**config.mk**
```make
export PLATFORM = sky130hd
export DESIGN_NAME = alu_share_arbiter
export DESIGN_NICKNAME = d
export VERILOG_FILES = /design/src/rtl/alu_share_arbiter.sv
export SDC_FILE = /design/constraint.sdc
export NUM_CORES = 1
export LEC_CHECK = 0
export CAP_MARGIN = 20
export CORE_MARGIN = 2
export CORE_UTILIZATION = 45
export DETAILED_ROUTE_END_ITERATION = 7
export HOLD_SLACK_MARGIN = 0.06
export PLACE_DENSITY = 0.8
export SETUP_SLACK_MARGIN = 0.05
export SYNTH_ARGS = -nofsm -noshare
export SYNTH_HDL_FRONTEND = slang
export SYNTH_SLANG_ARGS = --single-unit
```
**constraint.sdc**
```tcl
create_clock -name clk -period 4.1 [get_ports clk]
set_input_delay 0.41 -clock clk [delete_from_list [all_inputs] [get_ports clk]]
set_output_delay 0.41 -clock clk [all_outputs]
set_load 0.005 [all_outputs]
```
**src/rtl/alu_share_arbiter.sv**
```systemverilog
// Two-requester front end for a single shared combinational ALU. It arbitrates
// round-robin, latches operands, and registers the result, flags and flag register.
module alu_share_alu #(
    parameter int SIZE = 16
) (
    input  logic [SIZE-1:0] a_i,
    input  logic [SIZE-1:0] b_i,
    input  logic [2:0]      op_i,
    output logic [SIZE-1:0] result_o,
    output logic [3:0]      flags_o,
    output logic            illegal_o
);
    logic            sub;
    logic [SIZE-1:0] b_eff;
    logic [SIZE:0]   sum;
    logic            c;
    logic            v;

    // SUB is a + ~b + 1, so carry-out high means no borrow.
    assign sub   = (op_i == 3'b001);
    assign b_eff = sub ? ~b_i : b_i;
    assign sum   = {1'b0, a_i} + {1'b0, b_eff} + (SIZE+1)'(sub);

    always_comb begin
        result_o  = '0;
        c         = 1'b0;
        v         = 1'b0;
        illegal_o = 1'b0;
        case (op_i)
            3'b000, 3'b001: begin
                result_o = sum[SIZE-1:0];
                c        = sum[SIZE];
                v        = (a_i[SIZE-1] == b_eff[SIZE-1]) && (sum[SIZE-1] != a_i[SIZE-1]);
            end
            3'b010:  result_o = a_i & b_i;
            3'b011:  result_o = a_i | b_i;
            3'b100:  result_o = a_i ^ b_i;
            3'b101:  result_o = ~a_i;
            3'b110:  result_o = b_i;
            default: illegal_o = 1'b1;
        endcase
        flags_o = illegal_o ? 4'b0000 : {result_o[SIZE-1], (result_o == '0), c, v};
    end
endmodule

module alu_share_arbiter #(
    parameter int SIZE = 16
) (
    input  logic            clk,
    input  logic            rst_n,
    input  logic            req0_valid_i,
    output logic            req0_ready_o,
    input  logic [SIZE-1:0] req0_a_i,
    input  logic [SIZE-1:0] req0_b_i,
    input  logic [2:0]      req0_op_i,
    input  logic            req0_fwr_i,
    input  logic            req1_valid_i,
    output logic            req1_ready_o,
    input  logic [SIZE-1:0] req1_a_i,
    input  logic [SIZE-1:0] req1_b_i,
    input  logic [2:0]      req1_op_i,
    input  logic            req1_fwr_i,
    output logic            rsp_valid_o,
    input  logic            rsp_ready_i,
    output logic            rsp_id_o,
    output logic [SIZE-1:0] rsp_result_o,
    output logic [3:0]      rsp_flags_o,
    output logic            rsp_err_o,
    output logic [3:0]      flags_o
);
    localparam logic [1:0] IDLE = 2'd0;
    localparam logic [1:0] EXEC = 2'd1;
    localparam logic [1:0] RESP = 2'd2;

    logic [1:0]      state_q, state_d;
    logic            last_grant_q;
    logic [SIZE-1:0] a_q, b_q;
    logic [2:0]      op_q;
    logic            fwr_q, id_q;
    logic            rsp_valid_q, rsp_id_q, rsp_err_q;
    logic [SIZE-1:0] rsp_result_q;
    logic [3:0]      rsp_flags_q, flags_q;

    logic            gnt0, gnt1, accept;
    logic [SIZE-1:0] alu_result;
    logic [3:0]      alu_flags;
    logic            alu_illegal;

    // On a tie the requester that did not win last time is served.
    assign gnt0         = req0_valid_i && (!req1_valid_i || last_grant_q);
    assign gnt1         = req1_valid_i && (!req0_valid_i || !last_grant_q);
    assign req0_ready_o = (state_q == IDLE) && gnt0;
    assign req1_ready_o = (state_q == IDLE) && gnt1;
    assign accept       = req0_ready_o || req1_ready_o;

    alu_share_alu #(.SIZE(SIZE)) u_alu (
        .a_i       (a_q),
        .b_i       (b_q),
        .op_i      (op_q),
        .result_o  (alu_result),
        .flags_o   (alu_flags),
        .illegal_o (alu_illegal)
    );

    always_comb begin
        state_d = state_q;
        case (state_q)
            IDLE:    if (accept) state_d = EXEC;
            EXEC:    state_d = RESP;
            RESP:    if (rsp_ready_i) state_d = IDLE;
            default: state_d = IDLE;
        endcase
    end

    always_ff @(posedge clk or negedge rst_n) begin
        if (!rst_n) begin
            state_q      <= IDLE;
            last_grant_q <= 1'b1;
            a_q          <= '0;
            b_q          <= '0;
            op_q         <= '0;
            fwr_q        <= 1'b0;
            id_q         <= 1'b0;
            rsp_valid_q  <= 1'b0;
            rsp_id_q     <= 1'b0;
            rsp_result_q <= '0;
            rsp_flags_q  <= '0;
            rsp_err_q    <= 1'b0;
            flags_q      <= '0;
        end else begin
            state_q <= state_d;
            if (state_q == IDLE && accept) begin
                a_q          <= req1_ready_o ? req1_a_i   : req0_a_i;
                b_q          <= req1_ready_o ? req1_b_i   : req0_b_i;
                op_q         <= req1_ready_o ? req1_op_i  : req0_op_i;
                fwr_q        <= req1_ready_o ? req1_fwr_i : req0_fwr_i;
                id_q         <= req1_ready_o;
                last_grant_q <= req1_ready_o;
            end
            if (state_q == EXEC) begin
                rsp_valid_q  <= 1'b1;
                rsp_id_q     <= id_q;
                rsp_result_q <= alu_result;
                rsp_flags_q  <= alu_flags;
                rsp_err_q    <= alu_illegal;
                if (fwr_q && !alu_illegal) flags_q <= alu_flags;
            end
            if (state_q == RESP && rsp_ready_i) rsp_valid_q <= 1'b0;
        end
    end

    assign rsp_valid_o  = rsp_valid_q;
    assign rsp_id_o     = rsp_id_q;
    assign rsp_result_o = rsp_result_q;
    assign rsp_flags_o  = rsp_flags_q;
    assign rsp_err_o    = rsp_err_q;
    assign flags_o      = flags_q;
endmodule

```
==> results_dict.tcl <==
set metrics [dict create \
    reg2reg_setup_slack_ns 0.44 \
    cp-end-kind "flip-flop" \
    slew_headroom_pct 36.3 \
    powerDensity_nw_per_um2 1060 \
    cts_buffer_depth 2 \
    fin_cells 882 \
    cap_violations 0 \
    num_vias 5100 \
    status "finished, final reports clean" \
    grt.total_usage_pct 24.7 \
    cts_buffers 9 \
    die_y_um 112 \
    post-route-period-util_pct 89.2 \
    clock_skew_ns 0.00464 \
    finalMaxSlewViolations 0 \
    root_buffer "clkbuf_16" \
    cp.arrival_ns 3.84 \
    ys_types 72 \
    gp_congestion 0.947 \
    ios 106 \
    syn-instance-count 649 \
    dpl.cell_count 866 \
    place_hpwl_mm 11.5 \
    core-area_um2 11400 \
    antenna_found_initial 0 \
    ys_ff_latch 67 \
    grt_overflow 0 \
    ir_drop_mv 0.367 \
    n_antenna_cell 0 \
    cts_resized 0 \
    hold_viol_final 0 \
    drtIter0Drc 459 \
    grt_max_degree 76 \
    dieArea_um2 12600 \
    grt_pass1_vias 4965 \
    clk_latency_ns 0.34 \
    final_antenna_net_count 0 \
    fin_setup_tns_ns 0 \
    drive_gt1_share_pct 6.50 \
    synth-edff-count 0 \
    hold_buffers 0 \
    min_period_ns 3.66 \
    ys_seq_area_share_pct 31.9 \
    cts_sinks 67 \
    r2r_end "rsp_flags_o[2]" \
    reg2reg_depth 12 \
    h-tree-depth 3 \
    placed_cell_area_um2 6370 \
    hold_class "in2async" \
    timing.fmax_mhz 273 \
    layout_setup_ws_ns 0.444 \
    via_per_inst 5.78 \
    cts_tree "yes" \
    grt_pass1_wl_mm 25.0 \
    post-cts-setup-buffers 0 \
    rows 39 \
    crit_fanout 11 \
    path_clk_slew_ns 0.06 \
    place_ws_ns 0.541 \
    setup.worst_path.class "reg2reg" \
    dr.pass1.iters 5 \
    p_leak_nw 3.00 \
    finalSetupViolCount 0 \
    syn_avg_cell_area_um2 8.11 \
    areaGrowthSynthToFinish_pct 27.9 \
    synth_warnings 0 \
    rsz0062_at_grt "no" \
    r2r-start "op_q[1]" \
    required_ns 4.28 \
    tightest_slew_ns 0.953 \
    synth_nets 777 \
    die_x_um 112 \
    syn_area_um2 5260 \
    final_nets 862 \
    startpoint_type "flip-flop" \
    initial_core_util_pct 46.1 \
    ys_async_sr_fraction_pct 100 \
    drc_errors 0 \
    fin_area_um2 6730 \
    synthFlopType "dfrtp_1" \
    avgRoutedWirePerCell_um 17.2 \
    port_buffers 105 \
    wl_mm 15.2 \
]
## area by class of cell
type / instances / area (um^2)
flip-flops and latches: 67 / 1680
well taps: 143 / 179
clock buffers: 11 / 253
repair buffers: 113 / 1110
multi-input cells: 498 / 3240
fillers: 1045 / 4690
inverters: 45 / 169
clock inverters: 5 / 108
## routing by layer
layer / share of wire (%) / up-vias / global-route usage, % / routed length, um
li1: - / 2455 / - / -
met1: 46 / 2386 / 35.3 / 6960
met2: 44 / 228 / 37.9 / 6720
met3: 7.8 / 31 / 4.75 / 1190
met4: 2.2 / 0 / 7.72 / 339
met5: 0 / - / 0 / 0
## power by group
group | total (mW) | leakage, nW | switching, mW | internal, mW
Combinational | 4.80 | 2.03 | 2.76 | 2.04
Clock | 0.927 | 0.176 | 0.296 | 0.630
Sequential | 1.38 | 0.802 | 0.395 | 0.990
## worst max-delay path by stage
stage            start        endpoint  slack, ns  cells after the start
6_report       op_q[1]  rsp_flags_o[2]       0.44                     12
5_1_grt        op_q[1]      flags_o[2]       0.21                     12
4_1_cts        op_q[1]  rsp_flags_o[2]       0.51                     12
3_5_place_dp   op_q[1]  rsp_flags_o[2]       0.54                     12
3_3_place_gp   op_q[1]  rsp_flags_o[2]       0.71                     11
2_1_floorplan  op_q[1]      flags_o[2]       0.74                     13
## cells in the mapped netlist, types with 5 or more instances
cell type / n / area, um^2
nand2_1: 120 / 450
dfrtp_1: 66 / 1650
nor2_1: 62 / 233
ha_1: 50 / 626
inv_1: 41 / 154
a31oi_1: 39 / 244
a21oi_1: 28 / 140
o21ai_0: 26 / 130
xnor2_1: 23 / 201
clkbuf_1: 19 / 71.3
nand3_1: 11 / 55.1
mux2i_1: 10 / 100
nand2b_1: 10 / 62.6
buf_1: 9 / 33.8
buf_2: 7 / 35.0
o211ai_1: 7 / 52.6
mux2_2: 6 / 67.6
o221ai_1: 6 / 52.6
o22ai_1: 6 / 37.5
a211oi_1: 5 / 37.5
nand3b_1: 5 / 37.5
nand4_1: 5 / 31.3
o21ai_1: 5 / 25.0
## through the flow
stage | total power, mW | util [%] | hold slack (ns)
floorplan | 4.73 | - | 0.114
detailed placement | 6.04 | 55.8 | 0.441
global route | 7.67 | 59.0 | 0.103
finish | 7.11 | 59.0 | 0.0679
CTS | 7.03 | 59.0 | 0.0824
global placement | 5.96 | 55.8 | 0.424
## critical path, stage by stage (launching register included)
cell and delay [ns]:
dfrtp_1 0.37, or3b_1 0.56, buf_4 0.29, xnor2_1 0.14
ha_1 0.39, o21ai_0 0.19, a211oi_1 0.45, or2_2 0.20
a31oi_1 0.11, o41ai_2 0.48, a211oi_1 0.08, nand4_1 0.16
o21ai_1 0.07
## registers in the layout, summed over array words and instances (netlist names), 2 cells and up
name,count
op_q,3
rsp_flags_o,4
b_q,16
a_q,16
flags_o,4
rsp_result_o,16
state_q,2
## placed cells by master, fill, tap and decap left out, drive strengths merged, types with 6 or more instances in the layout
| master | n |
|---|---|
| o21ai | 31 |
| buf | 9 |
| nand2b | 10 |
| xnor2 | 23 |
| inv | 45 |
| nand3 | 12 |
| o221ai | 6 |
| o22ai | 6 |
| clkbuf | 11 |
| dfrtp | 66 |
| mux2i | 10 |
| nor2 | 62 |
| mux2 | 7 |
| ha | 50 |
| nand2 | 120 |
| a21oi | 28 |
| o211ai | 8 |
| clkdlybuf4s50 | 104 |
| a31oi | 39 |
## logic make-up after synthesis
kind of cell	count (synthesis)	share of synthesized area, %
buffers and inverters	84	6.66
multiplexers	17	3.40
adder cells (fa/ha/maj)	51	12.3
XOR/XNOR	24	3.99
AO/OA/AOI/OAI	166	21.7
AND/OR/NAND/NOR	240	20.1
flip-flops	67	31.9
No activity file was read; power rests on OpenSTA's default activity.
